**src/rtl/jt6295_pkg.sv**
```systemverilog
// Shared definitions for the jt6295 channel sequencer: default sizes and the
// nibble-select encoding used when splitting a ROM byte into ADPCM nibbles.
package jt6295_pkg;

    localparam int DEF_CH   = 4;
    localparam int DEF_AW   = 18;
    localparam int DEF_ATTW = 4;

    // Even nibble addresses (bit 0 clear) play the high half of the byte first
    localparam logic NIB_HI = 1'b0;

    function automatic logic [3:0] nib_sel(input logic [7:0] data, input logic sel);
        return (sel == NIB_HI) ? data[7:4] : data[3:0];
    endfunction

endpackage

```
**src/rtl/jt6295_serial_n_if.sv**
```systemverilog
// ROM port and serial output pipe of the jt6295 channel sequencer.
// The sequencer is the master: it drives the ROM address and the pipe outputs.
interface jt6295_serial_n_if
    import jt6295_pkg::*;
#(
    parameter int AW   = DEF_AW,
    parameter int ATTW = DEF_ATTW,
    parameter int CW   = 2
);
    logic [AW-1:0]   rom_addr;
    logic [7:0]      rom_data;
    logic            rom_ok;
    logic            pipe_en;
    logic [CW-1:0]   pipe_ch;
    logic [ATTW-1:0] pipe_att;
    logic [3:0]      pipe_data;

    modport master (
        output rom_addr, pipe_en, pipe_ch, pipe_att, pipe_data,
        input  rom_data, rom_ok
    );

    modport slave (
        input  rom_addr, pipe_en, pipe_ch, pipe_att, pipe_data,
        output rom_data, rom_ok
    );
endinterface

```
**src/rtl/jt6295_req_latch.sv**
```systemverilog
// Sticky request latch: each bit is set by a pulse and held until the owning
// channel's slot consumes it. A pulse arriving in the consume cycle re-arms it.
module jt6295_req_latch
    import jt6295_pkg::*;
#(
    parameter int CH = DEF_CH
)(
    input  logic          clk,
    input  logic          rst_n,
    input  logic [CH-1:0] set,
    input  logic [CH-1:0] clr,
    output logic [CH-1:0] pend
);

    // Clear consumed bits first, then OR in new pulses so none are lost
    always_ff @(posedge clk or negedge rst_n) begin
        if (!rst_n) begin
            pend <= '0;
        end else begin
            pend <= (pend & ~clr) | set;
        end
    end

endmodule

```
**src/rtl/jt6295_serial_n.sv**
```systemverilog
// Time-multiplexed ADPCM channel sequencer. CH channels take turns, one slot
// per cen, sharing one ROM port and one serial nibble pipe towards the decoder.
// Per-channel state lives in arrays indexed by the current slot.
module jt6295_serial_n
    import jt6295_pkg::*;
#(
    parameter int CH   = DEF_CH,
    parameter int AW   = DEF_AW,
    parameter int ATTW = DEF_ATTW,
    parameter int CW   = $clog2(CH)
)(
    input  logic            clk,
    input  logic            rst_n,
    input  logic            cen,
    input  logic [AW-1:0]   start_addr,
    input  logic [AW-1:0]   stop_addr,
    input  logic [ATTW-1:0] att,
    input  logic            loop_in,
    input  logic [CH-1:0]   start,
    input  logic [CH-1:0]   stop,
    output logic [CH-1:0]   busy,
    jt6295_serial_n_if.master bus
);

    logic [CW-1:0]   slot;

    // Nibble addresses: bit 0 selects the half of the ROM byte
    logic [AW:0]     cnt   [CH];
    logic [AW:0]     stp   [CH];
    logic [AW:0]     sta   [CH];
    logic [ATTW-1:0] att_r [CH];
    logic [CH-1:0]   loop_r;
    logic [CH-1:0]   busy_r;

    logic [CH-1:0]   st_pend;
    logic [CH-1:0]   sp_pend;
    logic [CH-1:0]   slot_clr;
    logic [AW:0]     cur_cnt;

    // Stage 1: what the current slot asked the ROM for
    logic [CW-1:0]   ch_p1;
    logic            nsel_p1;
    logic [ATTW-1:0] att_p1;
    logic            vld_p1;

    assign cur_cnt      = cnt[slot];
    assign bus.rom_addr = cur_cnt[AW:1];
    assign busy         = busy_r;

    // One-hot clear for the channel whose slot consumes its requests this cen
    always_comb begin
        slot_clr = '0;
        for (int i = 0; i < CH; i++) begin
            slot_clr[i] = cen && (slot == CW'(i));
        end
    end

    jt6295_req_latch #(.CH(CH)) u_start_latch (
        .clk   (clk),
        .rst_n (rst_n),
        .set   (start),
        .clr   (slot_clr),
        .pend  (st_pend)
    );

    jt6295_req_latch #(.CH(CH)) u_stop_latch (
        .clk   (clk),
        .rst_n (rst_n),
        .set   (stop),
        .clr   (slot_clr),
        .pend  (sp_pend)
    );

    // Slot index walks 0..CH-1 and wraps, one step per cen
    always_ff @(posedge clk or negedge rst_n) begin
        if (!rst_n) begin
            slot <= '0;
        end else if (cen) begin
            slot <= (slot == CW'(CH - 1)) ? '0 : slot + CW'(1);
        end
    end

    // Per-channel playback update for the channel owning this slot
    always_ff @(posedge clk or negedge rst_n) begin
        if (!rst_n) begin
            for (int i = 0; i < CH; i++) begin
                cnt[i]   <= '0;
                stp[i]   <= '0;
                sta[i]   <= '0;
                att_r[i] <= '0;
            end
            loop_r <= '0;
            busy_r <= '0;
        end else if (cen) begin
            if (st_pend[slot]) begin
                // Start beats a simultaneous stop; also restarts a busy channel
                cnt[slot]    <= {start_addr, 1'b0};
                sta[slot]    <= {start_addr, 1'b0};
                stp[slot]    <= {stop_addr, 1'b1};
                att_r[slot]  <= att;
                loop_r[slot] <= loop_in;
                busy_r[slot] <= 1'b1;
            end else if (sp_pend[slot]) begin
                busy_r[slot] <= 1'b0;
            end else if (busy_r[slot]) begin
                if (cur_cnt == stp[slot]) begin
                    // Stop nibble is being fetched now; end or rewind afterwards
                    if (loop_r[slot]) begin
                        cnt[slot] <= sta[slot];
                    end else begin
                        busy_r[slot] <= 1'b0;
                    end
                end else begin
                    cnt[slot] <= cur_cnt + {{AW{1'b0}}, 1'b1};
                end
            end
        end
    end

    // Stage 1 capture: remember which channel/nibble the ROM is fetching
    always_ff @(posedge clk or negedge rst_n) begin
        if (!rst_n) begin
            ch_p1   <= '0;
            nsel_p1 <= 1'b0;
            att_p1  <= '0;
            vld_p1  <= 1'b0;
        end else if (cen) begin
            ch_p1   <= slot;
            nsel_p1 <= cur_cnt[0];
            att_p1  <= att_r[slot];
            vld_p1  <= busy_r[slot];
        end
    end

    // Stage 2 output: sample the ROM byte; a not-ready ROM drops the nibble
    always_ff @(posedge clk or negedge rst_n) begin
        if (!rst_n) begin
            bus.pipe_en   <= 1'b0;
            bus.pipe_ch   <= '0;
            bus.pipe_att  <= '0;
            bus.pipe_data <= '0;
        end else if (cen) begin
            bus.pipe_en   <= vld_p1 & bus.rom_ok;
            bus.pipe_ch   <= ch_p1;
            bus.pipe_att  <= att_p1;
            bus.pipe_data <= bus.rom_ok ? nib_sel(bus.rom_data, nsel_p1) : 4'h0;
        end
    end

endmodule

```
**src/flat_wrapper.sv**
```systemverilog
// flat-port wrapper written by rule: the top's interface ports become plain ports
module jt6295_serial_n_flat import jt6295_pkg::*;
#(
    parameter int CH   = DEF_CH,
    parameter int AW   = DEF_AW,
    parameter int ATTW = DEF_ATTW,
    parameter int CW   = $clog2(CH)
)
  (clk, rst_n, cen, start_addr, stop_addr, att, loop_in, start, stop, busy, bus_rom_addr, bus_pipe_en, bus_pipe_ch, bus_pipe_att, bus_pipe_data, bus_rom_data, bus_rom_ok);
  jt6295_serial_n_if #(.AW(AW), .ATTW(ATTW), .CW(CW)) bus_i ();
  input  logic clk;
  input  logic rst_n;
  input  logic cen;
  input  logic [AW-1:0] start_addr;
  input  logic [AW-1:0] stop_addr;
  input  logic [ATTW-1:0] att;
  input  logic loop_in;
  input  logic [CH-1:0] start;
  input  logic [CH-1:0] stop;
  output logic [CH-1:0] busy;
  output wire logic [$bits(bus_i.rom_addr)-1:0] bus_rom_addr;
  output wire logic [$bits(bus_i.pipe_en)-1:0] bus_pipe_en;
  output wire logic [$bits(bus_i.pipe_ch)-1:0] bus_pipe_ch;
  output wire logic [$bits(bus_i.pipe_att)-1:0] bus_pipe_att;
  output wire logic [$bits(bus_i.pipe_data)-1:0] bus_pipe_data;
  input wire logic [$bits(bus_i.rom_data)-1:0] bus_rom_data;
  input wire logic [$bits(bus_i.rom_ok)-1:0] bus_rom_ok;
  assign bus_rom_addr = bus_i.rom_addr;
  assign bus_pipe_en = bus_i.pipe_en;
  assign bus_pipe_ch = bus_i.pipe_ch;
  assign bus_pipe_att = bus_i.pipe_att;
  assign bus_pipe_data = bus_i.pipe_data;
  assign bus_i.rom_data = bus_rom_data;
  assign bus_i.rom_ok = bus_rom_ok;
  jt6295_serial_n #(.CH(CH), .AW(AW), .ATTW(ATTW), .CW(CW)) u_core (.clk(clk), .rst_n(rst_n), .cen(cen), .start_addr(start_addr), .stop_addr(stop_addr), .att(att), .loop_in(loop_in), .start(start), .stop(stop), .busy(busy), .bus(bus_i));
endmodule
```
**config.mk**
```make
export PLATFORM = sky130hd
export DESIGN_NAME = jt6295_serial_n_flat
export DESIGN_NICKNAME = d
export VERILOG_FILES = /design/src/rtl/jt6295_pkg.sv /design/src/rtl/jt6295_serial_n_if.sv /design/src/rtl/jt6295_req_latch.sv /design/src/rtl/jt6295_serial_n.sv /design/src/flat_wrapper.sv
export SDC_FILE = /design/constraint.sdc
export NUM_CORES = 1
export LEC_CHECK = 0
export BUFFER_PORTS_ARGS = -buffer_cell sky130_fd_sc_hd__buf_2
export CAP_MARGIN = 5
export CORE_ASPECT_RATIO = 1.75
export CORE_MARGIN = 2
export CORE_UTILIZATION = 25
export CTS_BUF_LIST = sky130_fd_sc_hd__clkbuf_4
export CTS_CLUSTER_DIAMETER = 30
export DETAILED_ROUTE_END_ITERATION = 7
export GPL_ROUTABILITY_DRIVEN = 0
export SLEW_MARGIN = 10
export SYNTH_ARGS = -nofsm -noshare
export SYNTH_HDL_FRONTEND = slang
export SYNTH_HIERARCHICAL = 1
export SYNTH_SLANG_ARGS = --single-unit
```
**constraint.sdc**
```tcl
create_clock -name clk -period 2.8 [get_ports clk]
set_clock_uncertainty 0.1 [all_clocks]
set_input_delay 0.56 -clock clk [delete_from_list [all_inputs] [get_ports clk]]
set_output_delay 0.56 -clock clk [all_outputs]
set_load 0.01 [all_outputs]
```
==> impl_metrics.prom <==
# TYPE chip_impl_metric gauge
chip_impl_metric{name="via_count_of_the_first_global_routing_pass",unit=""} 10300
chip_impl_metric{name="die_x",unit="µm"} 178
chip_impl_metric{name="relative_contribution_of_sequential_cells_to_total_power",unit="%"} 30.4
chip_impl_metric{name="arrival",unit="ns"} 3.88
chip_impl_metric{name="drt_first_pass_iters",unit=""} 4
chip_impl_metric{name="sinks_on_clock_net",unit=""} 277
chip_impl_metric{name="critical_path_required",unit="ns"} 3.33
chip_impl_metric{name="placement.setup.worst_slack",unit="ns"} -0.724
chip_impl_metric{name="cts.clk_slew.worst_paths",unit="ns"} 0.07
chip_impl_metric{name="hold_viol_final",unit=""} 0
chip_impl_metric{name="yosysSeqAreaShare",unit="%"} 52.5
chip_impl_metric{name="synth-seq-cells",unit=""} 277
chip_impl_info{name="failing_checks",value="negative setup slack"} 1
chip_impl_info{name="cts_root_buffer",value="clkbuf_4"} 1
chip_impl_metric{name="grt.overflow.total",unit=""} 0
chip_impl_metric{name="final_antenna_violating_net_count",unit=""} 0
chip_impl_metric{name="wl_met2",unit="mm"} 21.5
chip_impl_metric{name="half_perimeter_wire_length_of_the_detailed_placement_result",unit="mm"} 27.3
chip_impl_metric{name="fp.dieArea",unit="µm²"} 54700
chip_impl_metric{name="totalNegativeSetupSlack",unit="ns"} -45.34
chip_impl_info{name="rsz0062_at_grt",value="true"} 1
chip_impl_metric{name="grt_antenna_before_repair",unit=""} 2
chip_impl_metric{name="synthesis.area_per_instance",unit="µm²"} 14.3
chip_impl_metric{name="report.final.setup_viol",unit=""} 108
chip_impl_metric{name="whs",unit="ns"} 0.0795
chip_impl_metric{name="vias",unit=""} 9149
chip_impl_metric{name="drt_drc_violations_left",unit=""} 0
chip_impl_metric{name="layout-drive-gt1-share",unit="%"} 56.8
chip_impl_metric{name="p_leak",unit="nW"} 7.68
chip_impl_info{name="start_kind",value="flop"} 1
chip_impl_info{name="tritoncts_clock_tree",value="built"} 1
chip_impl_info{name="top_signal_layer_used",value="met5"} 1
chip_impl_metric{name="fmax",unit="MHz"} 298
chip_impl_metric{name="net-switching-power",unit="mW"} 8.50
chip_impl_metric{name="slew-limit-headroom",unit="%"} 62.2
chip_impl_metric{name="syn-cell-area",unit="µm²"} 13200
chip_impl_info{name="timing.critical_path.to_type",value="flop"} 1
chip_impl_metric{name="clock_path_buffers",unit=""} 3
chip_impl_metric{name="finalCritPeriodShare",unit="%"} 120
chip_impl_metric{name="yosys_warnings",unit=""} 6
chip_impl_metric{name="num-fill-cells",unit=""} 5149
chip_impl_metric{name="placement.cell_area",unit="µm²"} 15200
chip_impl_metric{name="synth.net_count",unit=""} 990
chip_impl_metric{name="postLayoutSetupSlackWorst",unit="ns"} -0.553
chip_impl_metric{name="port_buffers",unit=""} 93
chip_impl_metric{name="grt_start_max_net_pins",unit=""} 83
chip_impl_metric{name="timing.final.crit_period",unit="ns"} 3.35
chip_impl_metric{name="internal_power",unit="mW"} 14.4
chip_impl_metric{name="nNetsFinal",unit=""} 1299
chip_impl_metric{name="wl_per_cell",unit="µm"} 20.2
chip_impl_info{name="status",value="finished, violations left"} 1
chip_impl_metric{name="routed_wl",unit="mm"} 39.4
chip_impl_metric{name="m1WireLength",unit="mm"} 13.6
chip_impl_metric{name="min_path_cells",unit=""} 2
chip_impl_metric{name="numCtsBuffers",unit=""} 66
chip_impl_metric{name="final_max_slew_viols",unit=""} 0
chip_impl_metric{name="async_reset_ff_share",unit="%"} 100
chip_impl_metric{name="cts-htree-levels",unit=""} 3
chip_impl_info{name="crit_type",value="flop to flop"} 1
chip_impl_metric{name="floorplan.initialDensity",unit="%"} 25.3
chip_impl_metric{name="number_of_enable_type_register_cells_in_the_synthesized_netlist",unit=""} 0
chip_impl_metric{name="combinationalPowerShare",unit="%"} 54.6
chip_impl_metric{name="power_density",unit="nW/µm²"} 1290
chip_impl_metric{name="fp.dieH",unit="µm"} 308
chip_impl_metric{name="tightestPinTransition",unit="ns"} 0.563
chip_impl_metric{name="post-route-util",unit="%"} 34.1
chip_impl_metric{name="postLayoutCellArea",unit="µm²"} 17800
chip_impl_metric{name="clock_power_share",unit="%"} 15.0
chip_impl_metric{name="cells_after_synth",unit=""} 924
chip_impl_metric{name="design.core.area",unit="µm²"} 52200
chip_impl_metric{name="met3WireLength",unit="mm"} 1.42
chip_impl_metric{name="track_usage",unit="%"} 14.6
chip_impl_metric{name="switching_share",unit="%"} 37.1
chip_impl_metric{name="grt_pass1_wl",unit="mm"} 59.9
chip_impl_metric{name="cap_viol_max_count",unit=""} 0
chip_impl_metric{name="crit_path_max_fanout",unit=""} 6
chip_impl_info{name="hp-class",value="primary input to flop"} 1
chip_impl_metric{name="synth_cell_type_count",unit=""} 48
chip_impl_metric{name="worst_skew_pair.late_latency",unit="ns"} 0.77
chip_impl_metric{name="worst_ir_drop_vdd",unit="mV"} 0.405
chip_impl_info{name="flip_flop_cell_with_the_highest_count_after_synthesis",value="dfrtp_1"} 1
chip_impl_metric{name="std_cell_rows",unit=""} 111
chip_impl_metric{name="viasPerCell",unit=""} 4.68
chip_impl_metric{name="flow.area_growth_from_synthesis",unit="%"} 34.7
chip_impl_metric{name="detailed_router_s_first_iteration_violation_count",unit=""} 509
chip_impl_metric{name="r2r_cells",unit=""} 12
chip_impl_metric{name="top_level_ports",unit=""} 94
## final timing paths
check,slack [ns],endpoint,startpoint
worst max-delay path,-0.55,u_core/cnt[45],u_core/slot[0]
worst min-delay path,0.08,u_core/sta[16],start_addr[15]
worst max register to register,-0.55,u_core/cnt[45],u_core/slot[0]
worst min register to register,0.36,u_core/stp[0],u_core/stp[0]
max in group asynchronous,1.52,u_core/att_r[3],rst_n
min in group asynchronous,0.26,u_core/cnt[29],rst_n
## state kept, by name (all words and copies together) (netlist names), named ones only
name,cells
u_core/cnt,76
u_core/stp,76
u_core/sta,72
u_core/att_r,16
u_core/att_p1,4
u_core/bus.pipe_att,4
u_core/bus.pipe_data,4
u_core/loop_r,4
u_core/u_start_latch/pend,4
u_core/u_stop_latch/pend,4
u_core/bus.pipe_ch,2
u_core/ch_p1,2
u_core/slot,2
u_core/bus.pipe_en,1
u_core/nsel_p1,1
u_core/vld_p1,1
## power groups by stage
stage               Combinational (mW)  Clock [mW]  Sequential, mW
floorplan                         6.86           0            6.65
detailed placement                10.4           0            7.05
global placement                  10.2           0            6.93
CTS                               11.9        3.59            6.94
finish                            12.5        3.44            6.96
global route                      13.2        3.76            7.18
## stage by stage
step | cells | total power [mW]
after floorplan | 924 | 13.5
after global placement | 1735 | 17.2
after detailed placement | 1735 | 17.5
after CTS | 1940 | 22.5
after global routing | 1955 | 24.1
final | 1955 | 22.9
## Yosys cell counts (all sizes together) (2+ instances only)
cell | instances | share of area, %
nand3 | 11 | 0.45
xor2 | 21 | 1.4
a2bb2oi | 2 | 0.13
o21ai | 37 | 1.4
o31ai | 11 | 0.63
o311ai | 3 | 0.20
o22a | 4 | 0.27
nand4 | 11 | 0.64
dfrtp | 277 | 53
buf | 47 | 2.6
a22oi | 2 | 0.11
mux2 | 235 | 20
o22ai | 4 | 0.19
a21oi | 9 | 0.34
nor2 | 6 | 0.19
nand2b | 4 | 0.19
clkbuf | 29 | 0.82
ha | 5 | 0.47
o31a | 2 | 0.13
o211ai | 4 | 0.38
a21o | 8 | 0.45
mux2i | 12 | 0.91
nand2 | 54 | 1.5
nor3 | 7 | 0.27
inv | 26 | 0.74
xnor2 | 13 | 0.86
mux4 | 63 | 11
nor4 | 7 | 0.79
## worst max-delay path, cell delays in order (launching register included)
cell,delay (ns)
dfrtp_4,0.50
buf_12,0.15
buf_12,0.13
buf_4,0.13
mux4_2,0.45
xor2_1,0.18
nor4_4,0.35
buf_4,0.21
nand3_4,0.12
o211ai_4,0.26
buf_6,0.16
clkbuf_16,0.17
mux2_4,0.31
## area by class of cell
class	instances	area [µm²]	area share [%]
flip-flops and latches	277	6940	39.0
multi-input cells	545	6170	34.7
repair buffers	317	2870	16.1
well taps	678	848	4.77
clock buffers	94	706	3.97
clock inverters	17	158	0.886
inverters	26	97.6	0.549
diodes	1	2.50	0.0141
## logic make-up after synthesis
family	Yosys count	synth area share [%]
AOI/OAI and AO/OA	91	4.55
xor gates and xnor gates	34	2.26
adders and majority gates	5	0.474
buffers and inverters	102	4.17
DFF	277	52.5
muxes	310	31.7
and+or+nand+nor	105	4.34
## metal layers
metal	vias up	GRT usage, %
li1	4014	-
met1	4772	14.3
met2	236	27.0
met3	125	2.80
met4	2	10.5
met5	-	0
## cells in the final DEF (no fill, tap or decap), types with 9 or more instances in the layout
master	Yosys	final
mux2_2	232	214
o21ai_0	33	16
dfrtp_1	277	275
buf_4	27	97
nand3_1	10	10
mux2_4	0	21
inv_1	26	26
xor2_1	21	16
buf_2	11	77
nand4_1	10	10
dlygate4sd3_1	0	59
xnor2_1	13	10
o21ai_1	4	11
nand2_1	54	50
mux4_2	63	63
buf_6	4	57
clkbuf_4	0	94
clkinv_1	0	9
mux2i_1	12	10
buf_12	0	20
## timing repair
item | 4_1_cts | 5_1_grt
resized for setup | 114 | 57
setup buffers | 35 | 19
hold endpoints to repair | 217 | 0
pin swaps | 17 | 22
setup endpoints to repair | 258 | 194
gates cloned | 1 | 2
hold buffers | 59 | 0
No activity file was read; power rests on OpenSTA's default activity.
